**config.mk**
```make
export PLATFORM = sky130hd
export DESIGN_NAME = count_seq_ctrl
export DESIGN_NICKNAME = d
export VERILOG_FILES = /design/src/rtl/count_ctrl_pkg.sv /design/src/rtl/count_seq_ctrl_tick_gen.sv /design/src/rtl/count_seq_ctrl.sv
export SDC_FILE = /design/constraint.sdc
export NUM_CORES = 1
export LEC_CHECK = 0
export ABC_AREA = 1
export CAP_MARGIN = 20
export CORE_MARGIN = 4
export CORE_UTILIZATION = 25
export CTS_CLUSTER_SIZE = 40
export DETAILED_ROUTE_END_ITERATION = 10
export HOLD_SLACK_MARGIN = 0.02
export SYNTH_ARGS = -nofsm -noshare
export SYNTH_HDL_FRONTEND = slang
export SYNTH_SLANG_ARGS = --single-unit
export TNS_END_PERCENT = 1
```
**constraint.sdc**
```tcl
create_clock -name clk -period 1.9 [get_ports clk]
set_input_delay 0.285 -clock clk [delete_from_list [all_inputs] [get_ports clk]]
set_output_delay 0.285 -clock clk [all_outputs]
set_load 0.02 [all_outputs]
```
**src/rtl/count_ctrl_pkg.sv**
```systemverilog
`default_nettype none
// +----------------------------------------------------------------------+
// | count_ctrl_pkg                                                       |
// | State type, state encodings and width helper for count_seq_ctrl.     |
// | Revision: 1.0                                                        |
// +----------------------------------------------------------------------+
package count_ctrl_pkg;

  localparam logic [1:0] c_enc_idle = 2'd0;
  localparam logic [1:0] c_enc_run  = 2'd1;
  localparam logic [1:0] c_enc_hold = 2'd2;
  localparam logic [1:0] c_enc_done = 2'd3;

  typedef enum logic [1:0] {
    IDLE = c_enc_idle,
    RUN  = c_enc_run,
    HOLD = c_enc_hold,
    DONE = c_enc_done
  } state_t;

  // Register width for a 0..n-1 counter, never narrower than one bit.
  function automatic int clog2_min1(input int n);
    return (n <= 1) ? 1 : $clog2(n);
  endfunction

endpackage
`default_nettype wire

```
**src/rtl/count_seq_ctrl_tick_gen.sv**
```systemverilog
`default_nettype none
// +----------------------------------------------------------------------+
// | tick_gen                                                             |
// | Prescaler for count_seq_ctrl: counts 0..PRESCALE-1 while enabled.    |
// | Revision: 1.0                                                        |
// +----------------------------------------------------------------------+
module tick_gen
  import count_ctrl_pkg::*;
#(
  parameter int PRESCALE = 4
) (
  input  logic clk,
  input  logic rst,
  input  logic enable,
  input  logic clear,
  output logic wrap
);

  localparam int            c_pw   = clog2_min1(PRESCALE);
  localparam logic [c_pw-1:0] c_last = c_pw'(PRESCALE - 1);

  logic [c_pw-1:0] r_pre;
  logic            w_last;

  assign w_last = (r_pre == c_last);
  assign wrap   = enable && w_last;

  always_ff @(posedge clk or negedge rst) begin
    if (!rst) begin
      r_pre <= '0;
    end else if (clear) begin
      r_pre <= '0;
    end else if (enable) begin
      r_pre <= w_last ? '0 : r_pre + c_pw'(1);
    end
  end

endmodule
`default_nettype wire

```
**src/rtl/count_seq_ctrl.sv**
```systemverilog
`default_nettype none
// +----------------------------------------------------------------------+
// | count_seq_ctrl                                                       |
// | Start/stop/hold sequencer stepping a counter from 0 to a loaded      |
// | limit. Define COUNT_SEQ_CTRL_AUTORELOAD_EN for periodic re-runs.     |
// | Revision: 1.0                                                        |
// +----------------------------------------------------------------------+
module count_seq_ctrl
  import count_ctrl_pkg::*;
#(
  parameter int WIDTH    = 8,
  parameter int PRESCALE = 4
) (
  input  logic             clk,
  input  logic             rst,
  input  logic             start,
  input  logic             stop,
  input  logic             hold,
  input  logic [WIDTH-1:0] load_val,
  output logic [WIDTH-1:0] count,
  output logic             tick,
  output logic             done,
  output logic             busy,
  output logic [1:0]       state
);

  state_t           r_state;
  logic [WIDTH-1:0] r_count;
  logic [WIDTH-1:0] r_limit;
  logic             r_done;
  logic             r_busy;

  logic w_active;
  logic w_pre_en;
  logic w_pre_clr;
  logic w_tick;

  assign w_active = (r_state == RUN) || (r_state == HOLD);
  // The cycle that leaves HOLD is a productive cycle, so each HOLD cycle
  // stretches the run by exactly one cycle.
  assign w_pre_en  = w_active && !stop && !hold;
  assign w_pre_clr = stop || (r_state == IDLE) || (r_state == DONE);

  tick_gen #(
    .PRESCALE(PRESCALE)
  ) u_tick_gen (
    .clk   (clk),
    .rst   (rst),
    .enable(w_pre_en),
    .clear (w_pre_clr),
    .wrap  (w_tick)
  );

  always_ff @(posedge clk or negedge rst) begin
    if (!rst) begin
      r_state <= IDLE;
      r_count <= '0;
      r_limit <= '0;
      r_done  <= 1'b0;
      r_busy  <= 1'b0;
    end else begin
      r_done <= 1'b0;
      case (r_state)
        IDLE: begin
          if (start && !stop) begin
            r_state <= RUN;
            r_count <= '0;
            r_limit <= load_val;
            r_busy  <= 1'b1;
          end
        end
        RUN, HOLD: begin
          if (stop) begin
            r_state <= IDLE;
            r_count <= '0;
            r_busy  <= 1'b0;
          end else if (hold) begin
            r_state <= HOLD;
          end else if (w_tick && (r_count == r_limit)) begin
            r_state <= DONE;
            r_done  <= 1'b1;
            r_busy  <= 1'b0;
          end else begin
            r_state <= RUN;
            if (w_tick) begin
              r_count <= r_count + WIDTH'(1);
            end
          end
        end
        DONE: begin
`ifdef COUNT_SEQ_CTRL_AUTORELOAD_EN
          r_count <= '0;
          if (stop) begin
            r_state <= IDLE;
          end else begin
            r_state <= RUN;
            r_busy  <= 1'b1;
          end
`else
          r_state <= IDLE;
`endif
        end
        default: begin
          r_state <= IDLE;
        end
      endcase
    end
  end

  assign count = r_count;
  assign tick  = w_tick;
  assign done  = r_done;
  assign busy  = r_busy;
  assign state = r_state;

endmodule
`default_nettype wire

```
## Word level (Yosys, flattened, before mapping)

Cells that the tools add are included.

| storage, ports and cells | value |
|---|---|
| bits in registers | 22 |
| input port bits | 13 |
| output and inout port bits | 13 |

| operators by class | value |
|---|---|
| $add $sub $neg | 2 |
| equality and inequality tests | 10 |
| mux-type cells | 23 |
| reductions and logical operators | 17 |

Operators by type and width:

| cell | count |
|---|---|
| 8-bit two-way mux | 5 |
| 8-bit one-hot mux with 2 select lines | 1 |
| 2-bit two-way mux | 7 |
| 3-bit != test, second input constant | 4 |
| 8-bit by 1-bit adder with 8-bit output, second input constant | 1 |
| 8-bit == test | 1 |
| 1-bit two-way mux | 8 |
| 2-bit == test, second input constant | 3 |
| 2-bit one-hot mux with 3 select lines | 1 |
| 1-bit logical AND | 5 |
| 5-bit AND reduction | 1 |
| 4-bit AND reduction | 1 |
| 2-bit nonzero test | 2 |
| 1-bit logical OR | 3 |
| 2-bit by 1-bit adder with 2-bit output, second input constant | 1 |
| 2-bit by 1-bit == test with 1-bit output, second input constant | 1 |
| 1-bit logical NOT | 2 |
| 2-bit logical NOT | 1 |
| 2-bit by 1-bit != test with 1-bit output, second input constant | 1 |
| 1-bit one-hot mux with 2 select lines | 1 |
| 2-bit AND reduction | 1 |
| 2-bit OR reduction | 1 |

## Depth between registers and ports, before layout

Gate-level depths: netlist of the first run.

| depth | value |
|---|---|
| depth in word-level cells | 10 |
| gate-level depth with buffers | 12 |
| gate-level depth less buffers | 10 |

## Cells and area by module

A second synthesis of the first run with hierarchy kept.

| unflattened totals | value |
|---|---|
| cells, all modules | 179 |
| area total of the unflattened synthesis | 1,300.0 um2 |

Modules (own cells, without submodules):

| module | instances | cells an instance | area an instance (um2) | sequential area each (um2) |
|---|---|---|---|---|
| count_seq_ctrl | 1 | 165 | 1,191.1 | 500.5 |
| tick_gen | 1 | 14 | 108.9 | 50.0 |

## Worst setup path after synthesis of the first run

OpenSTA, ideal clock, no wires.

| path | value |
|---|---|
| path kind | register to register |
| from | register r_state[0], in the netlist state[0] |
| to | register r_count[1], in the netlist count[1] |
| data arrival time | 1.927 ns |
| slack | -0.148 ns |
| cell stages (with the launch flop) | 10 |
| buffers on the path | 1 |
| cells stage by stage | dfrtp_1 -> inv_1 -> ha_1 -> nand3_2 -> nor2_1 -> o21a_2 -> nand2_2 -> buf_6 -> nand2_1 -> o21ai_2 |

| on the way | value |
|---|---|
| longest elaborated chain between the ends | 8 |
| elaborated cells between the ends (all ways) | 16 |

RTL lines:

| what | line | RTL |
|---|---|---|
| from (decl) | count_seq_ctrl.sv:27 | `state_t r_state;` |
| from (signal assigned) | count_seq_ctrl.sv:56 | `r_state <= IDLE;` |
| from (signal assigned) | count_seq_ctrl.sv:66 | `r_state <= RUN;` |
| from (signal assigned) | count_seq_ctrl.sv:74 | `r_state <= IDLE;` |
| 2-bit by 1-bit == test with 1-bit output or 2-bit == test (tied branches) | count_seq_ctrl.sv:38 | `assign w_active = (r_state == RUN) \|\| (r_state == HOLD);` |
| 1-bit logical OR (*) | count_seq_ctrl.sv:38 |  |
| 1-bit logical AND (*) (2 in a row) | count_seq_ctrl.sv:41 | `assign w_pre_en = w_active && !stop && !hold;` |
| 1-bit logical AND (*) | count_seq_ctrl_tick_gen.sv:26 | `assign wrap = enable && w_last;` |
| via tick | count_seq_ctrl.sv:21 | `output logic tick,` |
| 1-bit logical AND | count_seq_ctrl.sv:79 | `end else if (w_tick && (r_count == r_limit)) begin` |
| 3-bit != test (no source line) | n/a |  |
| 5-bit AND reduction (no source line) (*) | n/a |  |
| to (signal assigned) | count_seq_ctrl.sv:86 | `r_count <= r_count + WIDTH'(1);` |
| to (decl) | count_seq_ctrl.sv:28 | `logic [WIDTH-1:0] r_count;` |

Mark *: on every way through the listed nets, which the timed path passes. The rest lies on a longest branch.
A chain may end at the register's enable or synchronous reset.

## Final worst setup path of the first run

| path | value |
|---|---|
| from | register r_state[0], in the netlist state[0] |
| to | register r_count[5], in the netlist count[5] |

| on the way | value |
|---|---|
| longest elaborated chain between the ends | 8 |
| elaborated cells between the ends (all ways) | 16 |

RTL lines:

| what | line |
|---|---|
| 2-bit by 1-bit == test with 1-bit output or 2-bit == test (tied branches) | count_seq_ctrl.sv:38, count_seq_ctrl.sv:63 |
| 1-bit logical OR | count_seq_ctrl.sv:38 |
| 1-bit logical AND (2 in a row) | count_seq_ctrl.sv:41 |
| 1-bit logical AND | count_seq_ctrl_tick_gen.sv:26 |
| 1-bit logical AND | count_seq_ctrl.sv:79 |
| 3-bit != test (no source line) | n/a |
| 5-bit AND reduction (no source line) | n/a |

Several ways; a longest one is shown, not always the timed one.

==> results by stage, run 1 <==
Run status:
- The run finished with clean final reports.

CTS:
- The number of clock sinks is 22.
- The hold-fix buffer count after cts is 0.
- The clock tree buffer depth is 2.
- The library cell used as clock root buffer is clkbuf_8.
- The clock latency of the later-clocked register in the worst-skew pair is 270 ps.
- TritonCTS built the clock tree.
- The count of H-tree levels built during CTS is 1.
- After clock tree synthesis, the clock-pin slew on the worst setup and hold paths is 90 ps.
- The TritonCTS buffer count is 3.

Power:
- For this design the static power due to leakage is 0.0009119 µW.
- The total power density per cell area is 1266 mW/mm².
- The worst-case IR drop observed on VDD is 0.3878 mV.

Worst setup path:
- The worst setup path is launched from a register.
- In this run the register-to-register setup slack is 90 ps.
- By startpoint and endpoint, the worst setup path is classified as register to register.
- STA puts the critical path data required time at 2070 ps.
- The most numerous cell on the critical path is nand2_1.
- Traced cell by cell, the critical path runs through inv_1 -> ha_1 -> buf_4 -> nand2_1 -> o21ai_2 -> nor2_2 -> o21a_2 -> buf_4 -> nand2_4 -> nand2_1 -> nand2_1.
- The cell with the largest stage delay on the worst path is dfrtp_1.
- The arrival time of data at the critical path endpoint is 1980 ps.
- Along the worst path, the maximum fanout reaches 6.
- For this run, the slowest stage of the critical path takes 360 ps.
- The worst setup path is captured at a register.

STA:
- After layout, the minimum clock period comes to 1811 ps.
- The total of endpoints with negative setup slack in the final report is 0.
- The clock arrives with 6.345 ps of skew.
- Setup repair after global routing could not meet its margin everywhere.
- For the pin with the worst max-slew slack, the measured transition is 328.5 ps.
- Derived from the worst setup path, the maximum achievable clock frequency is 552.1 MHz.
- Dividing the final minimum period by the clock period gives 95.34%.
- The number of endpoints with negative hold slack in the final report came to 0.
- The relative slew slack is 78.10%.
- The setup total negative slack is 0 ps.
- The final number of max-transition violations is 0.

Routing:
- The violation count after the first detailed-route iteration is 57.
- The first detailed-routing pass ran for 4 iterations.
- Summing over every cut layer, the via total after detailed routing is 1251.
- The final routed wirelength across all metal layers is 3204 µm.
- Using the TritonRoute via totals, the vias-per-cell ratio works out to 4.270.
- In this run the remaining antenna-violating nets after routing total 0.
- The per-cell routed wire length is 10.94 µm.
- The total DRC errors in the routed layout is 0.

GRT:
- The via count of the first global-routing pass is 1206.
- The first-pass GRT wire length is 5451 µm.
- The total routing resource utilization after global routing is 10.61%.
- The number of antenna violations at the first check in global routing was 0.
- Entering global routing, the biggest net connects 23 pins.
- The total congestion overflow after global routing is 0.

Synth:
- The post-synthesis cell count is 181.
- The number of synthesized flops with an enable pin is 0.
- The fraction of synthesis flops using an asynchronous set or reset pin is 100.0%.
- The Yosys warning count is 0.
- The number of storage elements in the synthesis netlist is 22.
- Sorting the synthesized cells by area gives the leading types as dfrtp_1 41%, nand2_1 14%, inv_1 7.6%.
- The number of nets produced by synthesis is 198.
- The share of the Yosys chip area taken by registers is 41.12%.
- The most used flip-flop cell after synthesis is dfrtp_1.
- The post-synthesis cell type count is 24.
- The cell area after technology mapping is 0.001339 mm².
- dfrtp_1 takes more of the synthesized area than any other cell.
- After synthesis, the largest area contributor takes up 41.12% of total cell area.
- A synthesized cell averages 7.397 µm².

Finish:
- The number of diodes added for antenna fixing is 0.
- Leaving out fill and tap cells, the most frequent cells in the layout are 50 x nand2_1, 27 x inv_1, 24 x clkdlybuf4s50_1.
- The most common cell after layout, fill and taps aside is nand2_1.
- The fraction of layout instances using a drive strength above 1 is 18.39%.
- The layout overhead on the synthesized area is 38.69%.
- Measured on the finished design, the core utilization comes to 36.12%.
- The footprint of the multi-input gates is 681.9 µm².
- The net count reported at finish is 241.
- The area used by sequential logic in the layout is 550.5 µm².
- The layout filler cell count is 544.

Placed design:
- In this run the tool buffered the top-level ports with 25 buffer cells.
- The post-detailed-placement half-perimeter wirelength is 2438 µm.
- The placer congestion estimate is 0.8169.

Die:
- The height of the die is 81.18 µm.
- The total area inside the core boundary comes to 0.005140 mm².
- The row count is 26.
- The die outline area is 0.006590 mm².
- The I/O pin total is 26.
- The effective utilization at floorplan is 26.05%.
- The chip width is 81.18 µm.

Worst hold path:
- The class of the tightest hold or removal check is input port to asynchronous set/reset pin.

Run:
- The count of max-cap constraint violations is 0.
[path summary, 6_finish.rpt]
check                           startpoint    endpoint  depth (start not counted)
worst min register to register        busy        busy                          2
worst max register to register    state[0]    count[5]                         11
min in group clk                      busy        busy                          2
worst max-delay path              state[0]    count[5]                         11
worst min-delay path                   rst    count[3]                          2
max in group asynchronous              rst  r_limit[0]                          2
[critical path: cells and delay by family, from the launching register on]
kind | cells | cell delay, ps
AND/OR/NAND/NOR | 5 | 420
flip-flops | 1 | 360
buffers and inverters | 3 | 350
adder cells (fa/ha/maj) | 1 | 310
AO/OA/AOI/OAI | 2 | 270
[final cells by class]
type / count / area share (%)
Tap cell: 70 / 4.717
Multi-Input combinational cell: 127 / 36.73
Timing Repair Buffer: 42 / 20.28
Sequential cell: 22 / 29.65
Clock buffer: 4 / 2.965
Inverter: 28 / 5.660
[cell usage after synthesis, drive strengths merged (2+ instances only)]
cell   number
a21oi       6
buf         4
dfrtp      22
ha          4
inv        28
mux2        2
nand2      52
nand3      12
nand4       5
nor2       24
o21ai      13
xor2        3
[kinds of logic after synthesis]
kind of cell | count (synthesis) | share of synthesized area (%)
xor gates and xnor gates | 4 | 2.617
DFF | 22 | 41.12
buffers and inverters | 33 | 10.09
and+or+nand+nor | 94 | 29.44
muxes | 2 | 1.682
AOI/OAI and AO/OA | 22 | 11.31
adders and majority gates | 4 | 3.738
[stage by stage]
step / std cells / instance area, µm² / setup WS (ps) / total power [µW] / hold WS, ps
6_report: 293 / 1857 / 88.61 / 2351 / 364.0
5_1_grt: 293 / 1857 / -22.18 / 2563 / 394.9
4_1_cts: 290 / 1821 / 30.83 / 2259 / 378.4
3_5_place_dp: 286 / 1767 / -34.78 / 1901 / 469.5
3_3_place_gp: 286 / 1767 / -13.98 / 1892 / 465.2
2_1_floorplan: 181 / 1346 / 53.65 / 1498 / -10.59
[registers in the layout (all words and copies together), names as in the netlist]
name and flops:
count 8, r_limit 8, state 2, u_tick_gen.r_pre 2
busy 1, done 1
[per-layer routing]
layer / vias to the layer above / global-route usage [%] / wire length, µm
li1: 651 / - / -
met1: 572 / 12.80 / 1476
met2: 26 / 18.47 / 1513
met3: 2 / 3.437 / 191
met4: 0 / 2.027 / 22
met5: - / 0 / 0
[report_power, final]
group	leakage, µW	internal, µW	switching (µW)
combinational	0.000606	584	710
sequential	0.000278	609	98.8
clock	0.0000288	185	164
[repair_timing]
action,4_1_cts,5_1_grt
endpoints found under the hold margin,0,0
setup buffers,0,2
resized for setup,1,4
cloned,0,1
setup endpoints to repair,1,9
pin swaps,0,1
(Power assumes the default switching activity.)
==> run 2: changes to the inputs <==
Settings changed: PLACE_DENSITY set to 0.53.
==> results by stage, run 2 (synthesis results as in run 1) <==
Power:
- The power dissipated by switching net loads is 903.9 µW.
- Total power for the finished layout comes to 2162 µW.
- The leakage power is 0.0008790 µW.
- The proportion of power drawn by combinational gates is 53.7%.
- The share of power burned in the clock network is 13.5%.
- Power spread over the standard cell area amounts to 1206 mW/mm².
- The share of total power dissipated in sequential elements is 32.8%.
- In this run switching power makes up 41.82% of total power.
- The internal portion of total power is 1258 µW.
- The maximum resistive drop on vdd is 0.4448 mV.

GRT:
- The first-pass GRT wire length is 5437 µm.
- Global routing finished with a remaining overflow of 0.
- The number of antenna violations at the first check in global routing came to 0.
- Global routing consumed, over all layers together, 10.90% of the routing resources.
- The via count of the first global-routing pass is 1188.
- Entering global routing, the biggest net connects 23 pins.

STA:
- At the pin with the least slew margin, the transition time is 334.6 ps.
- Setup violations remaining at the end of the flow were counted as 0.
- The fmax is 557.7 MHz.
- Setup repair after global routing could not meet its margin everywhere.
- The relative slew slack is 77.70%.
- Hold timing on the final database bottoms out at a slack of 368.3 ps.
- The clock arrives with 2.887 ps of skew.
- The post-route clock period utilization is 94.37%.
- The number of endpoints with negative hold slack in the final report is 0.
- Counting I/O delays and the setup requirement, the final critical path takes 1793 ps.
- The final number of max-transition violations is 0.

Run:
- The count of max-cap constraint violations is 0.

Routing:
- In this run the remaining antenna-violating nets after routing total 0.
- The final routed wirelength across all metal layers is 3090 µm.
- The violation count after the first detailed-route iteration is 48.
- The number of detailed-routing iterations run before antenna repair is 4.
- In the routed design, unresolved DRC markers number 0.
- The total via count after detailed routing is 1210.
- The per-cell routed wire length is 10.77 µm.
- Dividing the detail-routed via count by the number of cells gives 4.216.

Worst setup path:
- The most numerous cell on the critical path is nand2_1.
- For the worst setup path, the data arrival time is 1940 ps.
- The element type at the critical path start is a register.
- On the critical path, the stage with the largest delay is an instance of dfrtp_1.
- STA classifies the critical path endpoint as a register.
- The signal on the critical path passes through inv_1 -> ha_1 -> buf_4 -> nand2_1 -> o21ai_2 -> nor2_2 -> o21a_2 -> nand2_4 -> nand2_1 -> o21ai_0.
- The required time of the critical path is 2050 ps.
- The startpoint-to-endpoint class of the critical path is register to register.
- Together, buffers and inverters on the worst path number 2.
- Along the worst path, the maximum fanout reaches 13.
- The gate family responsible for the most delay along the worst path is simple AND/OR/NAND/NOR gates.
- The biggest cell delay along the critical path is 380 ps.

CTS:
- The clock passes through at most 2 buffers.
- The number of clock buffers added by TritonCTS is 3.
- CTS built an H-tree with a depth of 1.
- TritonCTS built the clock tree.
- The clock reaches the later pin of the worst-skew pair after 260 ps.
- The clock slew at the register clock pins of the worst setup and hold paths is 80 ps.
- In this run, post-CTS hold repair placed 0 buffers.
- The number of clock sinks is 22.
- In this run the clock root is driven by a clkbuf_8.

Finish:
- In the final layout, the share of cells above drive strength 1 is 16.13%.
- Compared with the post-synthesis result, the final layout area differs by 33.93%.
- The top cell types in the final layout, fill and taps aside, are 50 x nand2_1, 27 x inv_1, 24 x clkdlybuf4s50_1.
- The library cell used most frequently in the layout, excluding fill and tap cells, is nand2_1.
- The number of diodes added for antenna fixing is 0.
- The final layout contains 236 nets.

Placed design:
- Routability-driven placement finished with a final weighted congestion of 0.8539.
- The count of input and output buffers is 25.
- Summed over all nets, the half-perimeter wirelength after detailed placement is 2464 µm.

Die:
- The I/O pin total is 26.
- Measured along the x axis, the die boundary spans 81.18 µm.
- The die covers 0.006590 mm².
- The effective utilization at floorplan is 26.05%.
- Row generation in the floorplan step produced 26 rows.
- The area inside the core boundary is 0.005140 mm².
- The height of the die is 81.18 µm.

Run status:
- The run finished with clean final reports.

Worst hold path:
- The class of the tightest hold or removal check is input port to asynchronous set/reset pin.
[run 2: cell count changes in the layout (fill, tap and decap cells not counted), sizes merged]
| cell | delta |
|---|---|
| nand2 | -1 |
| dlygate4sd2 | -1 |
| buf | -4 |
[run 2: power by group through the flow]
| stage | Sequential [µW] | Clock (µW) | Combinational (µW) |
|---|---|---|---|
| after global routing | 734 | 327 | 1330 |
| after CTS | 712 | 308 | 1170 |
| after detailed placement | 722 | 0 | 1170 |
| after floorplan | 764 | 0 | 734 |
| final | 709 | 293 | 1160 |
| after global placement | 718 | 0 | 1150 |
[run 2: layout make-up]
cell class                 count  area [µm²]
inverter                      28       105.1
clock buffer                   3       41.29
multi-input combinational    126       665.6
fill                         603        3347
sequential                    22       550.5
tap                           70       87.58
timing repair buffer          38       342.8
[run 2: metrics by stage]
step	cell area [µm²]	setup WS, ps	util (%)	cells	TNS (ps)
4_1_cts	1793	10.52	34.88	287	0
5_1_grt	1793	-43.90	34.88	287	-109.8
3_5_place_dp	1752	-29.69	34.08	284	-29.69
2_1_floorplan	1346	53.65	-	181	0
3_3_place_gp	1752	-0.7185	34.08	284	-0.7185
6_report	1793	106.9	34.88	287	0
[run 2: final timing paths]
kind | startpoint | slack [ps] | end | depth (start not counted)
max | state[0] | 110 | count[0] | 10
min | rst | 370 | u_tick_gen.r_pre[1] | 2
max reg2reg | state[0] | 110 | count[0] | 10
min reg2reg | busy | 490 | busy | 2
max in group asynchronous | rst | 1300 | state[1] | 2
min in group clk | busy | 490 | busy | 2
[run 2: metal layers]
metal	GRT usage (%)	wire length, µm	up-vias
met5	0	0	-
met4	2.534	23	0
met3	3.104	146	2
met2	17.98	1365	22
met1	14.06	1555	545
li1	-	-	641
[run 2: repair_timing]
action,in CTS,in global routing
resized for setup,2,2
buffers inserted,0,0
hold endpoints to repair,0,0
setup endpoints to repair,1,9
gates cloned,0,0
